## config.mk

```make
export PLATFORM = sky130hd
export DESIGN_NAME = bat_strike_ctrl
export DESIGN_NICKNAME = d
export VERILOG_FILES = /design/src/rtl/cricket_pkg.sv /design/src/rtl/key_debouncer.sv /design/src/rtl/bat_strike_ctrl.sv
export SDC_FILE = /design/constraint.sdc
export NUM_CORES = 1
export LEC_CHECK = 0
export BUFFER_PORTS_ARGS = -buffer_cell sky130_fd_sc_hd__buf_2
export CORE_MARGIN = 3
export CORE_UTILIZATION = 58
export CTS_CLUSTER_DIAMETER = 40
export CTS_CLUSTER_SIZE = 14
export DETAILED_ROUTE_END_ITERATION = 6
export MAX_ROUTING_LAYER = met4
export PLACE_DENSITY = 0.87
export SYNTH_ARGS = -nofsm -noshare
export SYNTH_HDL_FRONTEND = slang
export SYNTH_HIERARCHICAL = 1
export SYNTH_SLANG_ARGS = --single-unit
```

## constraint.sdc

```tcl
create_clock -name clock -period 2.2 [get_ports clock]
set_input_delay 0.11 -clock clock [delete_from_list [all_inputs] [get_ports clock]]
set_output_delay 0.11 -clock clock [all_outputs]
set_load 0.02 [all_outputs]
```

## src/rtl/cricket_pkg.sv

```systemverilog
// Shared types and constants for the cricket game datapath and control blocks.
// Holds the bat swing state encoding, timing defaults and screen bounds.
package cricket_pkg;

  typedef enum logic [1:0] {
    IDLE     = 2'd0,
    SWING    = 2'd1,
    COOLDOWN = 2'd2
  } swing_state_t;

  localparam int DEF_DEBOUNCE_CYCLES = 500000;
  localparam int DEF_HOLD_FRAMES     = 6;
  localparam int DEF_COOLDOWN_FRAMES = 30;
  localparam int SIM_DEBOUNCE_CYCLES = 4;

  localparam int SCREEN_W = 640;
  localparam int SCREEN_H = 480;

endpackage

```

## src/rtl/key_debouncer.sv

```systemverilog
// Synchronises and debounces an active-low pushbutton, emitting a one-cycle press pulse.
// Latency: 2 sync + DEBOUNCE_CYCLES cycles from a clean key fall; no backpressure, the pulse is fire-and-forget.
module key_debouncer
  import cricket_pkg::*;
#(
  parameter int DEBOUNCE_CYCLES = DEF_DEBOUNCE_CYCLES
) (
  input  logic clock,
  input  logic resetn,
  input  logic key_n,
  output logic press
);

  localparam int DB_W = (DEBOUNCE_CYCLES > 1) ? $clog2(DEBOUNCE_CYCLES) : 1;
  localparam logic [DB_W-1:0] DB_LAST = DB_W'(DEBOUNCE_CYCLES - 1);

  logic            sync1;
  logic            sync2;
  logic            level;
  logic [DB_W-1:0] cnt;
  logic            flip;

  assign flip = (sync2 != level) && (cnt == DB_LAST);

  always_ff @(posedge clock or negedge resetn) begin
    if (!resetn) begin
      sync1 <= 1'b1;
      sync2 <= 1'b1;
      level <= 1'b1;
      cnt   <= '0;
      press <= 1'b0;
    end else begin
      sync1 <= key_n;
      sync2 <= sync1;
      // Only a released->pressed flip is an event; releases are silent.
      press <= flip && !sync2;
      if (sync2 == level) begin
        cnt <= '0;
      end else if (flip) begin
        level <= sync2;
        cnt   <= '0;
      end else begin
        cnt <= cnt + 1'b1;
      end
    end
  end

endmodule

```

## src/rtl/bat_strike_ctrl.sv

```systemverilog
// Bat swing controller: debounced press starts a frame-timed strike, then a cooldown.
// Latency: strike rises 1 cycle after the press pulse; presses while busy are dropped, not queued.
module bat_strike_ctrl
  import cricket_pkg::*;
#(
  parameter int DEBOUNCE_CYCLES = DEF_DEBOUNCE_CYCLES,
  parameter int HOLD_FRAMES     = DEF_HOLD_FRAMES,
  parameter int COOLDOWN_FRAMES = DEF_COOLDOWN_FRAMES,
  parameter int CNT_W           = 8
) (
  input  logic             clock,
  input  logic             resetn,
  input  logic             swing_key,
  input  logic             frame_tick,
  input  logic             game_active,
  output logic             strike,
  output logic             swing_start,
  output logic             busy,
  output logic [CNT_W-1:0] swing_count
);

  localparam int FMAX = (HOLD_FRAMES > COOLDOWN_FRAMES) ? HOLD_FRAMES : COOLDOWN_FRAMES;
  localparam int FC_W = $clog2(FMAX + 1);
  localparam logic [FC_W-1:0]  HOLD_LAST = FC_W'(HOLD_FRAMES);
  localparam logic [FC_W-1:0]  COOL_LAST = FC_W'(COOLDOWN_FRAMES);
  localparam logic [CNT_W-1:0] CNT_MAX   = '1;

  swing_state_t     state, state_n;
  logic [FC_W-1:0]  fcnt, fcnt_n, fcnt_inc;
  logic [CNT_W-1:0] count_n;
  logic             press;

  key_debouncer #(
    .DEBOUNCE_CYCLES(DEBOUNCE_CYCLES)
  ) u_key_debouncer (
    .clock (clock),
    .resetn(resetn),
    .key_n (swing_key),
    .press (press)
  );

  assign fcnt_inc = fcnt + 1'b1;

  // A tick on the edge that enters a state is consumed by the previous state, so it is never counted twice.
  always_comb begin
    state_n = state;
    fcnt_n  = fcnt;
    count_n = swing_count;
    if (!game_active) begin
      state_n = IDLE;
      fcnt_n  = '0;
    end else begin
      unique case (state)
        IDLE: begin
          fcnt_n = '0;
          if (press) begin
            state_n = SWING;
            if (swing_count != CNT_MAX) count_n = swing_count + 1'b1;
          end
        end
        SWING: begin
          if (frame_tick) begin
            if (fcnt_inc == HOLD_LAST) begin
              fcnt_n = '0;
              if (COOLDOWN_FRAMES == 0) state_n = IDLE;
              else                      state_n = COOLDOWN;
            end else begin
              fcnt_n = fcnt_inc;
            end
          end
        end
        COOLDOWN: begin
          if (frame_tick) begin
            if (fcnt_inc == COOL_LAST) begin
              fcnt_n  = '0;
              state_n = IDLE;
            end else begin
              fcnt_n = fcnt_inc;
            end
          end
        end
        default: begin
          state_n = IDLE;
          fcnt_n  = '0;
        end
      endcase
    end
  end

  always_ff @(posedge clock or negedge resetn) begin
    if (!resetn) begin
      state       <= IDLE;
      fcnt        <= '0;
      strike      <= 1'b0;
      swing_start <= 1'b0;
      busy        <= 1'b0;
      swing_count <= '0;
    end else begin
      state       <= state_n;
      fcnt        <= fcnt_n;
      strike      <= (state_n == SWING);
      swing_start <= (state_n == SWING) && (state != SWING);
      busy        <= (state_n != IDLE);
      swing_count <= count_n;
    end
  end

endmodule
```

### Word level (Yosys, flattened, before mapping)

Cells that the tools add are included.

| storage, ports and cells | value |
|---|---|
| output and inout port bits | 11 |
| register bits after elaboration | 41 |
| input port bits | 5 |

| operators by class | value |
|---|---|
| bitwise gates (word level) | 1 |
| $add $sub $neg | 3 |
| multiplexer cells | 15 |
| reductions and logical operators | 9 |
| equal/unequal tests | 12 |

Operators by type and width:

| operator | count |
|---|---|
| $mux 19 | 2 |
| $mux 5 | 5 |
| $add 19x1->19 const B | 1 |
| $eq 19x19->1 const B | 1 |
| $mux 2 | 6 |
| $pmux 5 s2 | 1 |
| $add 8x1->8 const B | 1 |
| $ne 8x8->1 const B | 1 |
| $ne 3x3->1 const B | 2 |
| $pmux 2 s3 | 1 |
| $add 5x1->5 const B | 1 |
| $eq 5x3->1 const B | 1 |
| $eq 5x5->1 const B | 1 |
| $eq 2x1->1 const B | 2 |
| $reduce_and 2->1 | 2 |
| $reduce_and 4->1 | 1 |
| $logic_and 1x1->1 | 3 |
| $eq 2x2->1 const B | 1 |
| $logic_not 2->1 | 1 |
| $ne 2x1->1 const B | 1 |
| $reduce_bool 2->1 | 1 |
| $eq 1x1->1 | 1 |
| $logic_not 1->1 | 1 |
| $ne 1x1->1 | 1 |
| $not 1->1 | 1 |

### Logic depth before layout (Yosys ltp)

Gate-level depths: netlist of run 1.

| logic depth | value |
|---|---|
| depth in word-level cells | 8 |
| gate-level depth with buffers | 8 |
| depth with buffers taken out | 7 |

### Modules after synthesis

The synthesis of run 1 kept the hierarchy.

By module, submodules not included:

| module | cells each | area an instance (um^2) | instances |
|---|---|---|---|
| key_debouncer | 104 | 1131.1 | 1 |
| bat_strike_ctrl | 111 | 1083.5 | 1 |

### Worst setup path before layout of run 1

OpenSTA, ideal clock, no wires.

| path | value |
|---|---|
| path kind | flip-flop to flip-flop |
| from | register u_key_debouncer.cnt[11] |
| to | register u_key_debouncer.level |
| data arrival time | 1.721 ns |
| stages on the path, launching flop included | 5 |
| setup slack | 0.397 ns |
| buffers on the path | 0 |
| cell sequence | dfrtp_1 -> nor4_2 -> nand4_2 -> or4_4 -> mux2_4 |

| between the ends | value |
|---|---|
| cells in the longest elaborated chain, start to end | 3 |

Ends and longest elaborated chain:

| what | line | source |
|---|---|---|
| start: declaration | key_debouncer.sv:20 | `logic [DB_W-1:0] cnt;` |
| start signal: assignment | key_debouncer.sv:43 | `cnt <= cnt + 1'b1;` |
| $eq 19x19->1 | key_debouncer.sv:23 | `assign flip = (sync2 != level) && (cnt == DB_LAST);` |
| $logic_and 1x1->1 | key_debouncer.sv:23 |  |
| $reduce_and 2->1 (no source line) | -- |  |
| end signal: assignment | key_debouncer.sv:40 | `level <= sync2;` |
| end: declaration | key_debouncer.sv:19 | `logic level;` |

No other way between the ends.
A chain may end at the register's enable or synchronous reset.

### Final worst setup path of run 1

| path | value |
|---|---|
| from | register fcnt[1] |
| to | register busy |

| between the ends | value |
|---|---|
| cells in the longest elaborated chain, start to end | 7 |
| elaborated cells on any way between the ends | 10 |

Ends and longest elaborated chain:

| what | line | source |
|---|---|---|
| start: declaration | bat_strike_ctrl.sv:29 | `logic [FC_W-1:0] fcnt, fcnt_n, fcnt_inc;` |
| start signal: assignment | bat_strike_ctrl.sv:100 | `fcnt <= fcnt_n;` |
| $add 5x1->5 (*) | bat_strike_ctrl.sv:42 | `assign fcnt_inc = fcnt + 1'b1;` |
| $eq 5x5->1 / $eq 5x3->1 (equally long branches) | bat_strike_ctrl.sv:74, bat_strike_ctrl.sv:63 |  |
| $mux 2, on equally long branches | bat_strike_ctrl.sv:74, bat_strike_ctrl.sv:63 |  |
| $mux 2, on equally long branches | bat_strike_ctrl.sv:73, bat_strike_ctrl.sv:62 |  |
| $pmux 2 s3 (*) | bat_strike_ctrl.sv:53 | `unique case (state)` |
| $mux 2 (*) | bat_strike_ctrl.sv:49 | `if (!game_active) begin` |
| via state_n[1] | bat_strike_ctrl.sv:28 | `swing_state_t state, state_n;` |
| $reduce_bool 2->1 (*) | bat_strike_ctrl.sv:103 | `busy <= (state_n != IDLE);` |
| end signal: assignment | bat_strike_ctrl.sv:103 |  |
| end: declaration | bat_strike_ctrl.sv:18 | `output logic busy,` |

The timed path passes the listed nets; every way through them passes the cells marked *.

==> results by group, run 1 <==
STA
  – Total negative slack: 0 ns
  – Number of hold violations in the final report: 0
  – Slew at the pin closest to its max-slew limit: 0.880 ns
  – Count of endpoints failing setup in the final report: 0
  – Number of pins exceeding their max-slew limit in the final report: 0
  – Slew Limit Headroom: 41.3%
  – RSZ-0062 raised after global routing: false
  – Highest attainable clock frequency: 506 MHz
  – Post-layout min period: 1.98 ns
  – Period utilisation layout: 89.8%
  – Largest clock skew in the final design: 0.00258 ns

Power and ir drop
  – Portion of total power attributed to combinational logic: 2.9%
  – Leakage component of the power: 1.08 nW
  – Switching portion of total power: 19.1%
  – Switching power of the nets: 0.289 mW
  – Max IR drop VDD: 496 uV
  – Cell internal pwr: 1.23 mW
  – Pwr Density: 606 nW/um^2
  – Seq pwr share: 50.8%
  – Clock share of power: 46.4%

Setup path
  – WP depth: 7
  – CP Max Fanout: 6
  – Delay of the slowest cell on the worst path: 0.54 ns
  – R2R Path End: busy$_DFF_PN0_
  – Slowest cell on crit path: sky130_fd_sc_hd__nor4b_1
  – CP cell instances: inv_1 > ha_1 > nand2b_1 > nor4b_1 > o211ai_1 > a22oi_2 > nand2b_1
  – Required time worst endpoint: 2.43 ns
  – Worst setup path category: flip-flop to flip-flop
  – RR Startpoint: fcnt[1]$_DFFE_PN0P_
  – Start point of the critical path: fcnt[1]$_DFFE_PN0P_
  – Arrival time worst endpoint: 2.21 ns
  – Destination of the critical timing path: busy$_DFF_PN0_
  – Critical path capture point type: flip-flop
  – Most used cell along the critical path: sky130_fd_sc_hd__nand2b_1
  – Internal reg-to-reg setup slack: 0.22 ns
  – Worst path top cell family by delay: simple AND/OR/NAND/NOR gates
  – Number of cells on the worst reg-to-reg path: 7
  – Worst setup SP type: flip-flop
  – Number of buffer and inverter stages on the critical path: 1

Detailed routing
  – Post-route antenna net violation count: 0
  – Via count: 1696
  – Iter 0 DRT Violations: 142
  – Number of remaining DRC errors: 0
  – Wirelength per Cell: 16.1 um
  – Number of vias per cell after detailed routing: 5.95
  – DR pass1 iterations: 4
  – Total length of routed wires: 4590 um

Synth
  – Dominant cells by area after synthesis: sky130_fd_sc_hd__dfrtp_1 43%, sky130_fd_sc_hd__xnor2_1 7.9%, sky130_fd_sc_hd__ha_1 4.5%
  – Cell accounting for the most synthesized area: sky130_fd_sc_hd__dfrtp_1
  – Most frequent cell after synthesis: sky130_fd_sc_hd__dfrtp_1
  – Cell count after synthesis: 215
  – Number of synthesis warnings: 6
  – Fraction of synthesis flops using an asynchronous set or reset pin: 100%
  – Synthesized Nets: 228
  – Portion of synthesized cell area occupied by the leading cell type: 42.9%
  – Synthesized cell area: 2210 um^2
  – Count of flip-flops with a built-in enable after synthesis: 0
  – Post-synthesis area per instance: 10.3 um^2
  – Combinational family with the most area after synthesis: simple AND/OR/NAND/NOR gates
  – Compound-Gate Fraction of Synth Area: 10.3%
  – Seq cells post-synth: 41
  – Mux share of post-synthesis cell area: 1.64%
  – Number of library cell types mapped by synthesis: 51
  – Xor-xnor portion of the synthesized cell area: 9.89%
  – Area share of and/or/nand/nor cells after synthesis: 25.1%
  – Sequential-to-total area share from yosys stat: 46.5%
  – Adder-Cell Fraction of Synth Area: 4.52%
  – Leading post-synthesis cells by instance count: 38 x sky130_fd_sc_hd__dfrtp_1, 24 x sky130_fd_sc_hd__nor2_1, 20 x sky130_fd_sc_hd__xnor2_1
  – Dominant register cell in the synthesized netlist: sky130_fd_sc_hd__dfrtp_1

Cells and area
  – Filler cell count in the final layout: 245
  – Net count reported at finish: 251
  – Layout Cells excl Fill: 285
  – Share of layout cells above drive strength 1: 18.4%
  – Area growth syn-to-layout: 12.9%
  – Multi-input combinational cell area: 1140 um^2
  – Storage element area: 1030 um^2
  – Core utilization of the finished layout: 71.5%
  – Antenna Cells: 0

Die
  – Initial Utilization: 63.4%
  – Count of pins on the block boundary: 16
  – Area of the die: 4600 um^2
  – Chip height: 67.8 um
  – Area inside the core boundary: 3490 um^2
  – Width of the die: 67.8 um
  – Row cnt: 21

Clocking
  – Count of instances resized after the clock tree is built: 0
  – Clock tree sinks: 41
  – CTS clock-pin slew for the worst setup and hold paths: 0.08 ns
  – Insertion delay of the later-clocked pin in the worst-skew pair: 0.29 ns
  – H-tree depth reported by CTS: 2
  – CTS tree: done
  – CTS buffer count: 5
  – Post-CTS setup buffer count: 0
  – Root buffer selected by CTS: sky130_fd_sc_hd__clkbuf_8
  – Largest buffer count on any clock path: 2

Place
  – Cell Count Post-Placement: 275
  – Port Buf Inserts: 15
  – HPWL reported at the end of detailed placement: 2980 um
  – Final estimated routing congestion in global placement: 0.880

Global route
  – Remaining global-route overflow: 0
  – Maximum number of pins on one net before global-route repair: 42
  – Vias in the first global route: 1614
  – All-layer global routing usage: 23.2%
  – Wire length of the first global-routing pass: 7630 um
  – Initial antenna violation count: 0

Job
  – Max-capacitance violation count: 0

Worst hold path
  – Path category of the worst min-delay check: input pin to flip-flop

Status
  – Run status: finished clean
## placed cells by master (no fill, tap or decap), types with 5 or more instances in the layout
master | Yosys | routed
sky130_fd_sc_hd__inv_1 | 10 | 10
sky130_fd_sc_hd__nor2_1 | 24 | 24
sky130_fd_sc_hd__a21oi_1 | 5 | 5
sky130_fd_sc_hd__xnor2_1 | 20 | 20
sky130_fd_sc_hd__dfrtp_1 | 38 | 38
sky130_fd_sc_hd__o21ai_1 | 6 | 6
sky130_fd_sc_hd__buf_2 | 1 | 15
sky130_fd_sc_hd__nor3_1 | 5 | 5
sky130_fd_sc_hd__ha_1 | 8 | 8
sky130_fd_sc_hd__nand4_1 | 9 | 9
sky130_fd_sc_hd__nand2_1 | 15 | 15
sky130_fd_sc_hd__nand3_1 | 13 | 13
sky130_fd_sc_hd__xor2_1 | 5 | 5
sky130_fd_sc_hd__clkbuf_8 | 0 | 5
## worst min-delay path by stage
stage / startpoint / slack, ns / end / depth (start not counted)
after global placement: swing_key / 0.22 / u_key_debouncer/sync1$_DFF_PN1_ / 1
after CTS: frame_tick / 0.20 / state[1]$_DFF_PN0_ / 3
final: frame_tick / 0.22 / state[1]$_DFF_PN0_ / 3
after floorplan: resetn / -0.19 / busy$_DFF_PN0_ / 0
after global routing: frame_tick / 0.22 / state[1]$_DFF_PN0_ / 3
after detailed placement: swing_key / 0.22 / u_key_debouncer/sync1$_DFF_PN1_ / 1
## worst reg2reg max path: cells and delay by family, from the launching register on
| kind | cells | cell delay, ns |
|---|---|---|
| adder cells (fa/ha/maj) | 1 | 0.17 |
| buffers and inverters | 1 | 0.08 |
| flip-flops | 1 | 0.44 |
| AO/OA/AOI/OAI | 2 | 0.45 |
| AND/OR/NAND/NOR | 3 | 0.78 |
## what timing repair did
| action | in CTS | in global routing |
|---|---|---|
| setup endpoints to repair | 0 | 0 |
| hold buffers | 2 | 0 |
| hold endpoints to repair | 39 | 0 |
## through the flow
step	hold WS, ns	cell area, um^2	setup WS [ns]	total power, mW
2_1_floorplan	-0.186	2210	0.397	0.799
3_3_place_gp	0.222	2350	0.361	0.824
3_5_place_dp	0.219	2350	0.304	0.825
4_1_cts	0.199	2500	0.293	1.53
5_1_grt	0.219	2500	0.0885	1.57
6_report	0.224	2500	0.225	1.51
## flip-flops by register name (all words and copies together) (netlist names)
register and cells:
fcnt 5, u_key_debouncer/sync1 1, swing_start 1, u_key_debouncer/cnt 19, state 2, swing_count 8, u_key_debouncer/press 1, u_key_debouncer/level 1
busy 1, u_key_debouncer/sync2 1, strike 1
## cells by family (layout without fill, tap and decap cells)
family | count (synthesis) | after routing
adders and majority gates | 8 | 8
AOI/OAI and AO/OA | 29 | 29
xor gates and xnor gates | 25 | 25
DFF | 41 | 41
and+or+nand+nor | 97 | 97
buffers and inverters | 12 | 36
muxes | 3 | 3
## layout make-up
cell class	instances	share of cell area, %
Clock buffer	5	2.75
Tap cell	46	2.30
Sequential cell	41	41.2
Inverter	10	1.50
Multi-Input combinational cell	162	45.5
Clock inverter	3	2.60
Timing Repair Buffer	18	4.10
## routing by layer
| metal | track usage (%) | share of wire (%) | vias to the layer above | routed length, um |
|---|---|---|---|---|
| li1 | - | - | 806 | - |
| met1 | 29.9 | 42 | 819 | 1940 |
| met2 | 36.0 | 50 | 65 | 2290 |
| met3 | 5.82 | 6.7 | 6 | 308 |
| met4 | 7.44 | 1.2 | 0 | 57 |
| met5 | - | 0 | - | 0 |
## power groups by stage
| stage | clock network [mW] | logic [mW] | registers (mW) |
|---|---|---|---|
| after floorplan | 0 | 0.0174 | 0.782 |
| after global placement | 0 | 0.0417 | 0.783 |
| after detailed placement | 0 | 0.0416 | 0.783 |
| after CTS | 0.718 | 0.0452 | 0.768 |
| after global routing | 0.752 | 0.0504 | 0.770 |
| final | 0.702 | 0.0438 | 0.769 |
Note: power is estimated with default switching activity, not from simulation.
==> run 2: changes to the inputs <==
CORE_UTILIZATION = 30   (was 58)
PLACE_DENSITY = 0.55   (was 0.87)
RECOVER_POWER = 100   (was unset)
==> run 2 against run 1 <==
  * Power fell by 10%
  * Clock skew is 0.0080 ns higher
  * Global-route usage down 12 points
  * Combinational power down 1%
  * Critical path depth fell by 3
  * Sequential share of layout area rose by 0.12 points
  * Clock power is 22% lower
  * Critical endpoint is now u_key_debouncer/level$_DFFE_PN1P_
==> results by group, run 2 (same netlist as run 1, synthesis figures left out) <==
Die
  – Width of the die: 91.9 um
  – Initial Utilization: 31.7%
  – Chip height: 91.9 um
  – Area of the die: 8450 um^2
  – Area inside the core boundary: 6980 um^2
  – Count of pins on the block boundary: 16
  – Row cnt: 30

Clocking
  – Clock tree sinks: 41
  – Count of instances resized after the clock tree is built: 0
  – H-tree depth reported by CTS: 2
  – Insertion delay of the later-clocked pin in the worst-skew pair: 0.31 ns
  – CTS clock-pin slew for the worst setup and hold paths: 0.09 ns
  – Largest buffer count on any clock path: 2
  – CTS tree: done
  – CTS buffer count: 5
  – Root buffer selected by CTS: sky130_fd_sc_hd__clkbuf_8

Power and ir drop
  – Max IR drop VDD: 264 uV
  – Pwr Density: 545 nW/um^2
  – Leakage component of the power: 1.03 nW

STA
  – Final worst setup slack: 0.238 ns
  – RSZ-0062 raised after global routing: false
  – Slew Limit Headroom: 35.1%
  – Highest attainable clock frequency: 510 MHz
  – Count of endpoints failing setup in the final report: 0
  – Largest clock skew in the final design: 0.0106 ns
  – Slew at the pin closest to its max-slew limit: 0.973 ns
  – Total negative slack: 0 ns
  – Post-layout min period: 1.96 ns
  – Period utilisation layout: 89.2%
  – Number of hold violations in the final report: 0
  – Number of pins exceeding their max-slew limit in the final report: 0

Detailed routing
  – DR pass1 iterations: 4
  – Length of routed met3 wiring: 182 um
  – Detailed-routing wirelength on met1: 2160 um
  – Wirelength per Cell: 12.9 um
  – Number of remaining DRC errors: 0
  – Number of vias per cell after detailed routing: 4.95
  – Iter 0 DRT Violations: 81
  – Via count: 1664
  – Total length of routed wires: 4330 um
  – Met2 routed WL: 1860 um
  – Max layer used: met4
  – Post-route antenna net violation count: 0

Setup path
  – Required time worst endpoint: 2.44 ns
  – Critical path capture point type: flip-flop
  – CP Max Fanout: 4
  – Worst setup SP type: flip-flop
  – Arrival time worst endpoint: 2.20 ns
  – Worst setup path category: flip-flop to flip-flop

Place
  – Port Buf Inserts: 15
  – Placement-stage worst setup slack: 0.300 ns
  – HPWL reported at the end of detailed placement: 3000 um
  – Final estimated routing congestion in global placement: 0.833

Global route
  – Initial antenna violation count: 0
  – Vias in the first global route: 1557
  – Wire length of the first global-routing pass: 7460 um
  – All-layer global routing usage: 11.3%
  – Maximum number of pins on one net before global-route repair: 42
  – Remaining global-route overflow: 0

Cells and area
  – Filler cell count in the final layout: 731
  – Antenna Cells: 0
  – Largest registers: u_key_debouncer/cnt: 19 flops, swing_count: 8 flops, fcnt: 5 flops
  – Number of flip-flops in the largest register: 19
  – Net count reported at finish: 252
  – Commonest cells after routing, fill and taps aside: 38 x sky130_fd_sc_hd__dfrtp_1, 24 x sky130_fd_sc_hd__nor2_1, 20 x sky130_fd_sc_hd__xnor2_1
  – Area growth syn-to-layout: 12.5%
  – Leading cell type in the layout, fill and taps excluded: sky130_fd_sc_hd__dfrtp_1
  – Largest Register: u_key_debouncer/cnt
  – Share of layout cells above drive strength 1: 12.1%

Job
  – Max-capacitance violation count: 0

Status
  – Run status: finished clean

Worst hold path
  – Path category of the worst min-delay check: input pin to flip-flop
## run 2: worst paths after layout
kind                       cells past startpoint  slack (ns)                           endpoint                              start
min in group asynchronous                      2        0.49   u_key_debouncer/cnt[7]$_DFF_PN0_                             resetn
setup / recovery                               4        0.24  u_key_debouncer/level$_DFFE_PN1P_  u_key_debouncer/cnt[11]$_DFF_PN0_
hold reg to reg                                0        0.36    u_key_debouncer/sync2$_DFF_PN1_    u_key_debouncer/sync1$_DFF_PN1_
hold / removal                                 3        0.20                 state[1]$_DFF_PN0_                         frame_tick
setup reg to reg                               4        0.24  u_key_debouncer/level$_DFFE_PN1P_  u_key_debouncer/cnt[11]$_DFF_PN0_
max in group asynchronous                      2        1.11  u_key_debouncer/cnt[12]$_DFF_PN0_                             resetn
## run 2: worst max-delay path: stages (launching register included)
cell and delay, ns:
sky130_fd_sc_hd__dfrtp_1 0.43, sky130_fd_sc_hd__nor4_1 0.36, sky130_fd_sc_hd__nand4_2 0.19, sky130_fd_sc_hd__or4_4 0.59, sky130_fd_sc_hd__mux2_1 0.33
## run 2: final cells by class
cell class              count  area (um^2)  share of cell area (%)
well taps                  96          120                    4.82
clock buffers               5         68.8                    2.76
multi-input cells         162         1110                    44.7
clock inverters             3         28.8                    1.15
flip-flops and latches     41         1030                    41.3
inverters                  10         37.5                    1.51
repair buffers             19         92.6                    3.71
## run 2: repair_timing
item	CTS	global route
endpoints found under the hold margin	39	0
hold buffers	2	0
setup buffers	0	0
## run 2: layer usage
metal	GRT usage (%)	up-vias
met2	15.6	31
met3	3.28	13
met5	-	-
met4	5.57	0
li1	-	811
met1	15.0	809
## run 2: through the flow
stage / cells / utilization [%] / hold slack, ns / cell area, um^2 / total power [mW]
6_report: 336 / 35.7 / 0.196 / 2490 / 1.36
5_1_grt: 336 / 35.7 / 0.212 / 2490 / 1.43
4_1_cts: 336 / 36.3 / 0.186 / 2530 / 1.38
3_5_place_dp: 326 / 34.6 / 0.219 / 2420 / 0.827
3_3_place_gp: 326 / 34.6 / 0.218 / 2420 / 0.828
2_1_floorplan: 215 / - / -0.186 / 2210 / 0.799
## run 2: report_power, final
group	switching, mW	total [mW]	internal (mW)
registers	0.00798	0.769	0.761
clock network	0.306	0.546	0.239
logic	0.0291	0.0433	0.0142
total	0.343	1.36	1.01
==> run 3: changes to the inputs <==
--- a/config.mk
+++ b/config.mk
@@ -6,5 +6,5 @@
 export NUM_CORES = 1
 export LEC_CHECK = 0
-export BUFFER_PORTS_ARGS = -buffer_cell sky130_fd_sc_hd__buf_2
+export ABC_AREA = 1
 export CORE_MARGIN = 3
 export CORE_UTILIZATION = 30
@@ -12,6 +12,7 @@
 export CTS_CLUSTER_SIZE = 14
 export DETAILED_ROUTE_END_ITERATION = 6
+export DONT_BUFFER_PORTS = 1
 export MAX_ROUTING_LAYER = met4
-export PLACE_DENSITY = 0.55
+export PLACE_DENSITY = 0.54
 export RECOVER_POWER = 100
 export SYNTH_ARGS = -nofsm -noshare
==> constraint.sdc (replaced) <==
create_clock -name clock -period 2.2 [get_ports clock]
set_input_delay 0.11 -clock clock [delete_from_list [all_inputs] [get_ports clock]]
set_output_delay 0.11 -clock clock [all_outputs]
set_load 0.05 [all_outputs]
==> run 3 against run 2 <==
  * Clock-buffer cell count unchanged
  * Power fell by 3.6%
  * Sequential share of layout area fell by 0.81 points
  * Largest cell class unchanged
  * Synthesized cell count is 37% higher
  * Fmax rose by 9.5%
  * Non-clock buffer count down 7
  * Cell area increased by 2.0%
==> results by group, run 3 <==
Status
  – Run status: finished clean

Die
  – Chip height: 94.1 um
  – Initial Utilization: 31.5%
  – Count of pins on the block boundary: 16
  – Area inside the core boundary: 7410 um^2
  – Width of the die: 94.1 um
  – Area of the die: 8860 um^2
  – Row cnt: 31

Cells and area
  – Multi-input combinational cell area: 1060 um^2
  – Leading cell type in the layout, fill and taps excluded: sky130_fd_sc_hd__nand2_1
  – Area growth syn-to-layout: 9.07%
  – Share of layout cells above drive strength 1: 8.31%
  – Storage element area: 1030 um^2
  – Largest registers: u_key_debouncer/cnt: 19 flops, swing_count: 8 flops, fcnt: 5 flops
  – Number of flip-flops in the largest register: 19
  – Commonest cells after routing, fill and taps aside: 64 x sky130_fd_sc_hd__nand2_1, 48 x sky130_fd_sc_hd__nor2_1, 46 x sky130_fd_sc_hd__inv_1
  – Antenna Cells: 0
  – Filler cell count in the final layout: 761
  – Net count reported at finish: 325
  – Core utilization of the finished layout: 34.3%
  – Largest Register: u_key_debouncer/cnt

STA
  – Number of pins exceeding their max-slew limit in the final report: 0
  – Highest attainable clock frequency: 558 MHz
  – Final worst hold slack: 0.0416 ns
  – Slew at the pin closest to its max-slew limit: 1.03 ns
  – Count of endpoints failing setup in the final report: 0
  – Slew Limit Headroom: 31.6%
  – RSZ-0062 raised after global routing: false
  – Final worst setup slack: 0.408 ns
  – Period utilisation layout: 81.5%
  – Number of hold violations in the final report: 0
  – Total negative slack: 0 ns
  – Post-layout min period: 1.79 ns
  – Largest clock skew in the final design: 0.00917 ns

Clocking
  – Root buffer selected by CTS: sky130_fd_sc_hd__clkbuf_8
  – Post-CTS setup buffer count: 0
  – Insertion delay of the later-clocked pin in the worst-skew pair: 0.29 ns
  – CTS tree: done
  – CTS buffer count: 5
  – Largest buffer count on any clock path: 2
  – Clock tree sinks: 41
  – H-tree depth reported by CTS: 2
  – CTS clock-pin slew for the worst setup and hold paths: 0.09 ns

Synth
  – Sequential-to-total area share from yosys stat: 44.2%
  – Number of synthesis warnings: 6
  – Dominant register cell in the synthesized netlist: sky130_fd_sc_hd__dfrtp_1
  – Cell count after synthesis: 295
  – Dominant cells by area after synthesis: sky130_fd_sc_hd__dfrtp_1 41%, sky130_fd_sc_hd__nand2_1 10%, sky130_fd_sc_hd__nor2_1 7.4%
  – Fraction of synthesis flops using an asynchronous set or reset pin: 100%
  – Most frequent cell after synthesis: sky130_fd_sc_hd__nand2_1
  – Portion of synthesized cell area occupied by the leading cell type: 40.8%
  – Cell accounting for the most synthesized area: sky130_fd_sc_hd__dfrtp_1
  – Synthesized Nets: 308
  – Count of flip-flops with a built-in enable after synthesis: 0
  – Number of library cell types mapped by synthesis: 30
  – Leading post-synthesis cells by instance count: 62 x sky130_fd_sc_hd__nand2_1, 46 x sky130_fd_sc_hd__nor2_1, 45 x sky130_fd_sc_hd__inv_1
  – Seq cells post-synth: 41
  – Synthesized cell area: 2330 um^2
  – Post-synthesis area per instance: 7.90 um^2

Detailed routing
  – Wirelength per Cell: 11.2 um
  – Via count: 1805
  – Iter 0 DRT Violations: 142
  – Number of vias per cell after detailed routing: 4.38
  – Number of remaining DRC errors: 0
  – DR pass1 iterations: 4
  – Post-route antenna net violation count: 0
  – Total length of routed wires: 4630 um

Place
  – Port Buf Inserts: 0
  – Final estimated routing congestion in global placement: 0.853
  – HPWL reported at the end of detailed placement: 3440 um
  – Placement-stage worst setup slack: 0.488 ns

Global route
  – Wire length of the first global-routing pass: 8020 um
  – Most crowded layer after global routing: met2
  – Remaining global-route overflow: 0
  – Maximum number of pins on one net before global-route repair: 42
  – Vias in the first global route: 1693
  – All-layer global routing usage: 11.8%
  – Met1 Usage GRT: 15.9%
  – Met3 layer usage reported by global route: 2.96%
  – Met2 track demand over resource in global routing: 17.7%
  – Initial antenna violation count: 0

Job
  – Max-capacitance violation count: 0

Setup path
  – Arrival time worst endpoint: 1.94 ns
  – Worst setup path category: flip-flop to flip-flop
  – Worst setup SP type: flip-flop
  – CP Max Fanout: 5
  – Required time worst endpoint: 2.35 ns
  – Critical path capture point type: flip-flop

Power and ir drop
  – Switching power of the nets: 0.314 mW
  – Portion of total power attributed to combinational logic: 3.1%
  – Max IR drop VDD: 269 uV
  – Clock share of power: 38.6%
  – Seq pwr share: 58.4%
  – Cell internal pwr: 0.995 mW
  – Pwr Density: 515 nW/um^2
  – Leakage component of the power: 1.24 nW
  – Switching portion of total power: 24.0%

Worst hold path
  – Path category of the worst min-delay check: input pin to flip-flop
==> run 3: cell types whose count changed in the layout (fill, tap and decap cells not counted), moves of 4 or more <==
cell	change
sky130_fd_sc_hd__nor2_2	+5
sky130_fd_sc_hd__nand2_2	+4
sky130_fd_sc_hd__clkbuf_1	-4
sky130_fd_sc_hd__nor2b_1	-4
sky130_fd_sc_hd__xor2_1	+4
sky130_fd_sc_hd__nand2_1	+49
sky130_fd_sc_hd__nor2_1	+24
sky130_fd_sc_hd__nand3_1	+16
sky130_fd_sc_hd__xnor2_1	-16
sky130_fd_sc_hd__nor4_1	-5
sky130_fd_sc_hd__inv_1	+36
==> run 3: kinds of logic (layout without fill, tap and decap cells) <==
family,count (synthesis),in the layout,synth area share (%)
flip-flops,41,41,44.2
adder cells (fa/ha/maj),8,8,4.29
buffers and inverters,49,67,8.27
XOR/XNOR,13,13,4.88
AND/OR/NAND/NOR,166,166,32.6
multiplexers,1,1,0.483
AO/OA/AOI/OAI,17,17,5.26
==> run 3: what timing repair did <==
item	4_1_cts	5_1_grt
hold buffers	3	0
gates resized for setup	0	0
hold endpoints to repair	42	0
==> run 3: path summary, 6_finish.rpt <==
path,end,start,slack (ns),depth (start not counted)
max in group asynchronous,u_key_debouncer/cnt[14]$_DFF_PN0_,resetn,1.01,2
min in group asynchronous,swing_start$_DFF_PN0_,resetn,0.54,2
worst min register to register,u_key_debouncer/sync2$_DFF_PN1_,u_key_debouncer/sync1$_DFF_PN1_,0.37,0
worst max register to register,swing_count[3]$_DFFE_PN0P_,swing_count[0]$_DFFE_PN0P_,0.41,5
worst max-delay path,swing_count[3]$_DFFE_PN0P_,swing_count[0]$_DFFE_PN0P_,0.41,5
worst min-delay path,fcnt[3]$_DFFE_PN0P_,frame_tick,0.04,3
==> run 3: power groups by stage <==
stage	clock network [mW]	logic (mW)	registers (mW)
finish	0.505	0.0400	0.764
global route	0.564	0.0486	0.765
CTS	0.539	0.0498	0.765
detailed placement	0	0.0243	0.780
global placement	0	0.0235	0.779
floorplan	0	0.0186	0.779
==> run 3: metal layers <==
layer	part of all wire, %	up-vias	wire length (um)
met1	50	828	2300
met5	0	-	0
met3	3.5	2	162
li1	-	951	-
met4	0.86	0	40
met2	46	24	2120
==> run 3: area by class of cell <==
| type | instances | area share (%) |
|---|---|---|
| clock buffers | 5 | 2.71 |
| clock inverters | 3 | 0.837 |
| inverters | 47 | 6.94 |
| multi-input cells | 205 | 41.7 |
| flip-flops and latches | 41 | 40.5 |
| well taps | 99 | 4.87 |
| repair buffers | 12 | 2.46 |
==> run 3: metrics by stage <==
step	power, mW	area, um^2	std cells
after floorplan	0.798	2330	295
after global placement	0.803	2510	401
after detailed placement	0.804	2510	401
after CTS	1.35	2640	412
after global routing	1.38	2540	412
final	1.31	2540	412
==> run 3: critical path, cell delays in order (launching register included) <==
cell and delay [ns]:
sky130_fd_sc_hd__dfrtp_1 0.37, sky130_fd_sc_hd__ha_1 0.22, sky130_fd_sc_hd__nand2_1 0.09, sky130_fd_sc_hd__o31ai_1 0.61
sky130_fd_sc_hd__nor2_1 0.18, sky130_fd_sc_hd__xor2_1 0.19
